==> src/rtl/uart_pkg.sv <==
// Shared UART definitions: FSM state encoding, frame shape constants and
// the bit-period helper used by the transmitter.
package uart_pkg;

  // Line FSM states; the encoding is visible on state_out_dbg.
  typedef enum logic [1:0] {
    IDLE  = 2'd0,
    START = 2'd1,
    DATA  = 2'd2,
    STOP  = 2'd3
  } uart_state_t;

  // 8N1 frame: eight data bits, one stop bit, no parity.
  localparam int DATA_BITS = 8;
  localparam int STOP_BITS = 1;

  // clk cycles per line bit (integer division truncates).
  function automatic int cyc_count(input int system_clock, input int baud_rate);
    return system_clock / baud_rate;
  endfunction

endpackage

==> src/rtl/uart_baud_gen.sv <==
// Bit-period divider: counts 0..CYC_COUNT-1 and flags the last cycle of
// each bit slot. Held at zero while i_restart is high so a new frame
// always begins on a fresh bit boundary.
module uart_baud_gen #(
  parameter int CYC_COUNT = 3333
) (
  input  logic clk,
  input  logic rst,
  input  logic i_restart,
  output logic o_tick
);

  localparam int W = (CYC_COUNT < 2) ? 1 : $clog2(CYC_COUNT);
  localparam logic [W-1:0] LAST = W'(CYC_COUNT - 1);

  logic [W-1:0] r_cnt;

  // A divider shorter than two cycles cannot time a bit slot.
  generate
    if (CYC_COUNT < 2) begin : g_bad_cyc_count
      $error("uart_baud_gen: CYC_COUNT must be at least 2");
    end
  endgenerate

  // Free-running modulo-CYC_COUNT counter, cleared on restart.
  always_ff @(posedge clk or posedge rst) begin
    if (rst) begin
      r_cnt <= '0;
    end else if (i_restart || (r_cnt == LAST)) begin
      r_cnt <= '0;
    end else begin
      r_cnt <= r_cnt + 1'b1;
    end
  end

  assign o_tick = (r_cnt == LAST) && !i_restart;

endmodule

==> src/rtl/uart_tx.sv <==
// 8N1 UART transmitter. A request accepted in IDLE latches the byte and
// the frame then runs to completion independent of en/data_in.
module uart_tx
  import uart_pkg::*;
#(
  parameter int SYSTEM_CLOCK = 32000000,
  parameter int BAUD_RATE    = 9600
) (
  input  logic       clk,
  input  logic       rst,
  input  logic       en,
  input  logic [7:0] data_in,
  output logic       rdy,
  output logic       dout,
  output logic [1:0] state_out_dbg
);

  localparam int CYC_COUNT = cyc_count(SYSTEM_CLOCK, BAUD_RATE);
  localparam logic [2:0] LAST_DATA = 3'(DATA_BITS - 1);
  localparam logic [2:0] LAST_STOP = 3'(STOP_BITS - 1);

  uart_state_t r_state, w_state_next;
  logic [7:0]  r_shift, w_shift_next;
  logic [2:0]  r_bit_cnt, w_bit_cnt_next;
  logic        r_dout, w_dout_next;
  logic        w_tick;
  logic        w_restart;

  // Divider sits at zero while idle so START gets a full bit period.
  assign w_restart = (r_state == IDLE);

  uart_baud_gen #(
    .CYC_COUNT (CYC_COUNT)
  ) u_baud_gen (
    .clk       (clk),
    .rst       (rst),
    .i_restart (w_restart),
    .o_tick    (w_tick)
  );

  // State, shift register, bit counter and line output registers.
  always_ff @(posedge clk or posedge rst) begin
    if (rst) begin
      r_state   <= IDLE;
      r_shift   <= '0;
      r_bit_cnt <= '0;
      r_dout    <= 1'b1;
    end else begin
      r_state   <= w_state_next;
      r_shift   <= w_shift_next;
      r_bit_cnt <= w_bit_cnt_next;
      r_dout    <= w_dout_next;
    end
  end

  // Next-state logic; the line value is computed for the state being
  // entered so dout changes exactly on the slot boundary.
  always_comb begin
    w_state_next   = r_state;
    w_shift_next   = r_shift;
    w_bit_cnt_next = r_bit_cnt;
    w_dout_next    = r_dout;
    unique case (r_state)
      IDLE: begin
        w_dout_next = 1'b1;
        if (en) begin
          w_shift_next   = data_in;
          w_bit_cnt_next = '0;
          w_state_next   = START;
          w_dout_next    = 1'b0;
        end
      end
      START: begin
        if (w_tick) begin
          w_state_next = DATA;
          w_dout_next  = r_shift[0];
        end
      end
      DATA: begin
        if (w_tick) begin
          if (r_bit_cnt == LAST_DATA) begin
            w_state_next   = STOP;
            w_bit_cnt_next = '0;
            w_dout_next    = 1'b1;
          end else begin
            w_bit_cnt_next = r_bit_cnt + 3'd1;
            w_shift_next   = r_shift >> 1;
            w_dout_next    = r_shift[1];
          end
        end
      end
      STOP: begin
        if (w_tick) begin
          if (r_bit_cnt == LAST_STOP) begin
            w_state_next = IDLE;
          end else begin
            w_bit_cnt_next = r_bit_cnt + 3'd1;
          end
          w_dout_next = 1'b1;
        end
      end
      default: begin
        w_state_next = IDLE;
        w_dout_next  = 1'b1;
      end
    endcase
  end

  assign dout          = r_dout;
  assign rdy           = (r_state == IDLE);
  assign state_out_dbg = r_state;

endmodule

==> config.mk <==
export PLATFORM = sky130hd
export DESIGN_NAME = uart_tx
export DESIGN_NICKNAME = d
export VERILOG_FILES = /design/src/rtl/uart_pkg.sv /design/src/rtl/uart_baud_gen.sv /design/src/rtl/uart_tx.sv
export SDC_FILE = /design/constraint.sdc
export NUM_CORES = 1
export LEC_CHECK = 0
export BUFFER_PORTS_ARGS = -buffer_cell sky130_fd_sc_hd__buf_2
export CAP_MARGIN = 20
export CORE_ASPECT_RATIO = 1.2
export CORE_MARGIN = 2
export CORE_UTILIZATION = 35
export DETAILED_ROUTE_END_ITERATION = 8
export PLACE_DENSITY_LB_ADDON = 0.1
export SLEW_MARGIN = 15
export SYNTH_ARGS = -nofsm -noshare
export SYNTH_HDL_FRONTEND = slang
export SYNTH_SLANG_ARGS = --single-unit
==> constraint.sdc <==
create_clock -name clk -period 5.4 [get_ports clk]
set_input_delay 0.54 -clock clk [delete_from_list [all_inputs] [get_ports clk]]
set_output_delay 0.54 -clock clk [all_outputs]
set_load 0.02 [all_outputs]
# Yosys cells after proc, flatten, opt, wreduce, memory -nomap -nowiden
# Index checks and enable logic that the tools add are counted.
# totals
register_bits,26
# op_classes
add_sub_neg,2
n_eq_ne,13
n_mux,24
n_reduce_logical,11
# op_table
op,count
8-bit 2-to-1 mux,3
8-bit case mux with 2 select lines,1
3-bit 2-to-1 mux,5
12-bit by 1-bit adder with 12-bit output (second input constant),1
12-bit equality test (second input constant),1
12-bit 2-to-1 mux,1
2-bit 2-to-1 mux,6
2-bit != test (second input constant),5
3-bit case mux with 3 select lines,1
2-bit case mux with 4 select lines,1
2-bit by 1-bit != test with 1-bit output (second input constant),3
6-bit AND reduction,1
1-bit 2-to-1 mux,5
5-bit AND reduction,1
2-bit equality test (second input constant),2
1-bit case mux with 4 select lines,1
4-bit AND reduction,1
3-bit by 1-bit adder with 3-bit output (second input constant),1
3-bit equality test (second input constant),1
3-bit logical NOT,1
3-bit AND reduction,1
3-bit nonzero test,1
2-bit by 1-bit equality test with 1-bit output (second input constant),1
2-bit logical NOT,1
4 further kinds,4

# Logic depth before layout (Yosys ltp)
# depth
word_depth,5
ltp_mapped,6
depth_no_buf,6

# Cells and area by module
# A second synthesis with hierarchy kept.
# hier_totals
hier_cells,143
hier_area_um2,1472.7
# modules_own_cells
module,n_inst,cells_each,area_per_inst_um2,seq_area_each_um2
uart_tx,1,79,834.6,351.6
uart_baud_gen,1,64,638.1,300.3

# Worst setup path before layout
# No wires, ideal clock.
# synth_timing
path_kind,reg2reg
start,"reg r_state[0], in the netlist state_out_dbg[0]"
end,reg r_bit_cnt[0]
setup_time_ps,125
arrival_ps,1868
slack_ps,3408
path_stages_with_launch,7
n_path_buf,0
cell_sequence,dfrtp_1 inv_1 ha_1 nor2b_1 a311o_1 a21o_1 mux2_2
# synth_between
elab_chain_cells,5
# synth_rtl
element,line_no,source
from (decl),uart_tx.sv:22,"uart_state_t r_state, w_state_next;"
from (signal assigned),uart_tx.sv:49,r_state <= w_state_next;
2-bit logical NOT (*),-,
via rdy,uart_tx.sv:13,"output logic rdy,"
1-bit logical NOT,uart_baud_gen.sv:36,assign o_tick = (r_cnt == LAST) && !i_restart;
1-bit logical AND,uart_baud_gen.sv:36,
2-bit by 1-bit != test with 1-bit output (no line),-,
5-bit AND reduction (no line),-,
to (signal assigned),uart_tx.sv:51,r_bit_cnt <= w_bit_cnt_next;
to (decl),uart_tx.sv:24,"logic [2:0] r_bit_cnt, w_bit_cnt_next;"
# Mark *: on every way through the listed nets, which the timed path passes. The rest lies on a longest branch.
# A chain may end at the register's enable or synchronous reset.

# Final worst setup path
# layout_timing
start,"reg r_state[0], in the netlist state_out_dbg[0]"
end,reg r_shift[7]
# layout_between
elab_chain_cells,5
# layout_rtl
element,line_no,source
2-bit logical NOT,"uart_tx.sv:30, uart_tx.sv:63",
1-bit logical NOT,uart_baud_gen.sv:36,
1-bit logical AND,uart_baud_gen.sv:36,
2-bit by 1-bit != test with 1-bit output (no line),-,
4-bit AND reduction (no line),-,
to (signal assigned),uart_tx.sv:50,r_shift <= w_shift_next;
to (decl),uart_tx.sv:23,"logic [7:0] r_shift, w_shift_next;"
# Several ways; a longest one is shown, not always the timed one.

==> summary.txt <==
Place
  • Post-DP HPWL: 1990 um
  • IO Port Bufs: 14
  • GPL Wtd Cong: 0.763

Clock tree
  • Root buf cell: clkbuf_8
  • Clock sink count: 26
  • CTS buffer count: 3
  • Clk slew on worst S/H paths: 90 ps
  • H-tree levels: 1
  • Hold Buf Count CTS: 0
  • CTS resizes: 0
  • Post-CTS setup buffer count: 0
  • CTS tree: yes
  • Clk_lat worst skew: 270 ps
  • Clock buffer depth: 2

Critical path
  • Reg2reg start: state_out_dbg[0]
  • Critical path endpoint category: flop
  • CP Data Arrival Time: 2160 ps
  • CP max FO: 9
  • CP Buf/Inv Count: 1
  • Crit path cell chain: inv_1 -> ha_1 -> nand3b_1 -> a22oi_2 -> o22ai_1
  • CP max-delay cell: a22oi_2
  • Critical Path RT: 5540 ps
  • Crit Path Category: reg -> reg
  • Worst Setup SP: state_out_dbg[0]
  • CP max stage delay: 480 ps
  • Startpoint types: flop
  • CP top delay family: compound AO/OA/AOI/OAI gates

STA
  • F_max: 495 MHz
  • Final setup fails: 0
  • Actual slew at the worst max-slew pin: 426 ps
  • Pins Over Slew Limit: 0
  • Final min period: 2020 ps
  • Worst hold slack: 226 ps
  • Setup TNS: 0 ps
  • Setup repair after global routing missed its margin: false
  • Final Hold Viols: 0
  • Slew headroom: 71.6%
  • Layout Skew: 2.37 ps
  • Final worst path period share: 37.4%

Logic synthesis
  • Async SR Flop Fraction: 100%
  • Area share of the largest cell type after synthesis: 42.8%
  • Register area share after synthesis: 44.6%
  • Unique masters post-synth: 43
  • Simple-gate share of the synthesized area: 18.8%
  • Top FF cell, synth: dfrtp_1
  • Synth warn: 0
  • XOR/XNOR share of the synthesized area: 5.39%
  • Mapped Area: 0.00146 sq mm
  • Mapped Nets: 157
  • Mux cell area share after synthesis: 3.25%
  • Leading area contributor after synthesis: dfrtp_1
  • Post-synthesis compound-gate area fraction: 15.4%
  • Adder-cell share of the synthesized area: 9.42%
  • Syn_area_per_cell: 10.8 sq um
  • Top post-synthesis cells by area: dfrtp_1 (43%), ha_1 (9.4%), o22a_1 (4.2%), nor2_1 (4.1%), o21a_1 (4.1%)
  • Synth Instances: 135
  • Largest family of logic cells by synthesized area: simple AND/OR/NAND/NOR gates
  • Synth Register Bits: 26
  • Post-synth EDFFs: 0

Power
  • Tot Pwr: 0.368 mW
  • NetSw: 0.0697 mW
  • Sw frac: 18.9%
  • Cell internal pwr: 0.298 mW
  • Reg power frac: 52.8%
  • Logic pwr share: 2.7%
  • Clk network pwr share: 44.4%
  • P_leak: 0.771 nW
  • Max VDD drop: 0.106 mV
  • PD cells: 217 mW/mm^2

Flow run
  • Maxcap violations: 0

Routing
  • DR iter-0 viols: 51
  • Final wirelength: 2660 um
  • DR WL/cell: 12.8 um
  • Antenna Nets Post-Route: 0
  • DRT Pass-1 Iters: 3
  • DR vias: 1024
  • DRC viols: 0
  • Via-to-Cell Ratio: 4.95

Finish
  • Most common cell after layout, fill and taps aside: dfrtp_1
  • Inserted Diodes: 0
  • Final Net Count: 176
  • Layout cells sized above 1: 20.9%
  • Most frequent cells in the layout: dfrtp_1 (25), nor2_1 (16), buf_2 (14)
  • Fillers: 414
  • Area Overhead vs Synth: 15.8%

Run status
  • Run status: complete, no violations

Die
  • Initial core utilization: 36.8%
  • I/O Pins: 15
  • Core Area: 0.00397 sq mm
  • Site Rows: 25
  • Die Y: 74.8 um
  • Die Area: 0.00471 sq mm
  • Chip Width: 63.0 um

Global route
  • GR Util All Layers: 12.6%
  • First-pass GRT wire length: 4710 um
  • Total grt overflow: 0
  • Largest net degree at the start of global routing: 27
  • Vias in the first global route: 1027
  • Initial antenna violation count: 0

Min path
  • Min-delay worst type: in -> async
==> worst paths after layout <==
check	depth (start not counted)	slack (ps)	endpoint
max in group asynchronous	3	4660	dout
min in group clk	1	500	r_shift[3]
hold reg to reg	1	500	r_shift[3]
setup reg to reg	5	3380	r_shift[7]
setup / recovery	5	3380	r_shift[7]
hold / removal	2	230	r_shift[5]
==> power by group through the flow <==
stage | clock, mW | sequential (mW) | combinational (mW)
2_1_floorplan | 0 | 0.198 | 0.00303
3_3_place_gp | 0 | 0.198 | 0.00788
3_5_place_dp | 0 | 0.198 | 0.00800
4_1_cts | 0.169 | 0.195 | 0.00800
5_1_grt | 0.177 | 0.195 | 0.0117
6_report | 0.163 | 0.195 | 0.0101
==> layer usage <==
metal	vias up	part of all wire (%)	track usage, %
met3	5	2.7	1.94
li1	516	-	-
met4	0	2.1	5.93
met1	491	46	15.3
met5	-	0	0
met2	12	49	22.5
==> Yosys cell counts, types with 3 or more instances <==
cell      n
nand3_1   5
ha_1     11
o21a_1    8
xnor2_1   3
xor2_1    6
inv_1    11
nand2_1   3
o22a_1    7
dfrtp_1  25
nor2_1   16
nand4_1   3
==> sequential cells by signal, indices dropped and copies added, names as in the netlist <==
register and count:
r_shift 8, state_out_dbg 2, u_baud_gen.r_cnt 12, dout 1
r_bit_cnt 3
==> metrics by stage <==
step | cell area (sq um) | util (%) | cells | setup WS (ps)
finish | 1690 | 42.6 | 207 | 3380
CTS | 1670 | 41.9 | 206 | 3360
floorplan | 1460 | - | 135 | 3410
global placement | 1590 | 40.1 | 202 | 3440
global route | 1690 | 42.6 | 207 | 3220
detailed placement | 1590 | 40.1 | 202 | 3370
==> area by class of cell <==
class / count / area [sq um] / share of cell area (%)
clock buffers: 3 / 41.3 / 2.44
clock inverters: 1 / 30.0 / 1.77
inverters: 11 / 41.3 / 2.44
multi-input cells: 97 / 763 / 45.1
flip-flops and latches: 26 / 652 / 38.5
well taps: 54 / 67.6 / 3.99
repair buffers: 15 / 97.6 / 5.76
==> worst register-to-register path, stage by stage, from the launching register on <==
cell	delay, ps
dfrtp_1	440
inv_1	140
ha_1	320
nand3b_1	340
a22oi_2	480
o22ai_1	160
==> logic make-up after synthesis <==
kind of cell             Yosys count
AO/OA/AOI/OAI                     28
XOR/XNOR                           9
adder cells (fa/ha/maj)           11
buffers and inverters             12
flip-flops                        26
multiplexers                       4
AND/OR/NAND/NOR                   45
Note: power is estimated with default switching activity, not from simulation.
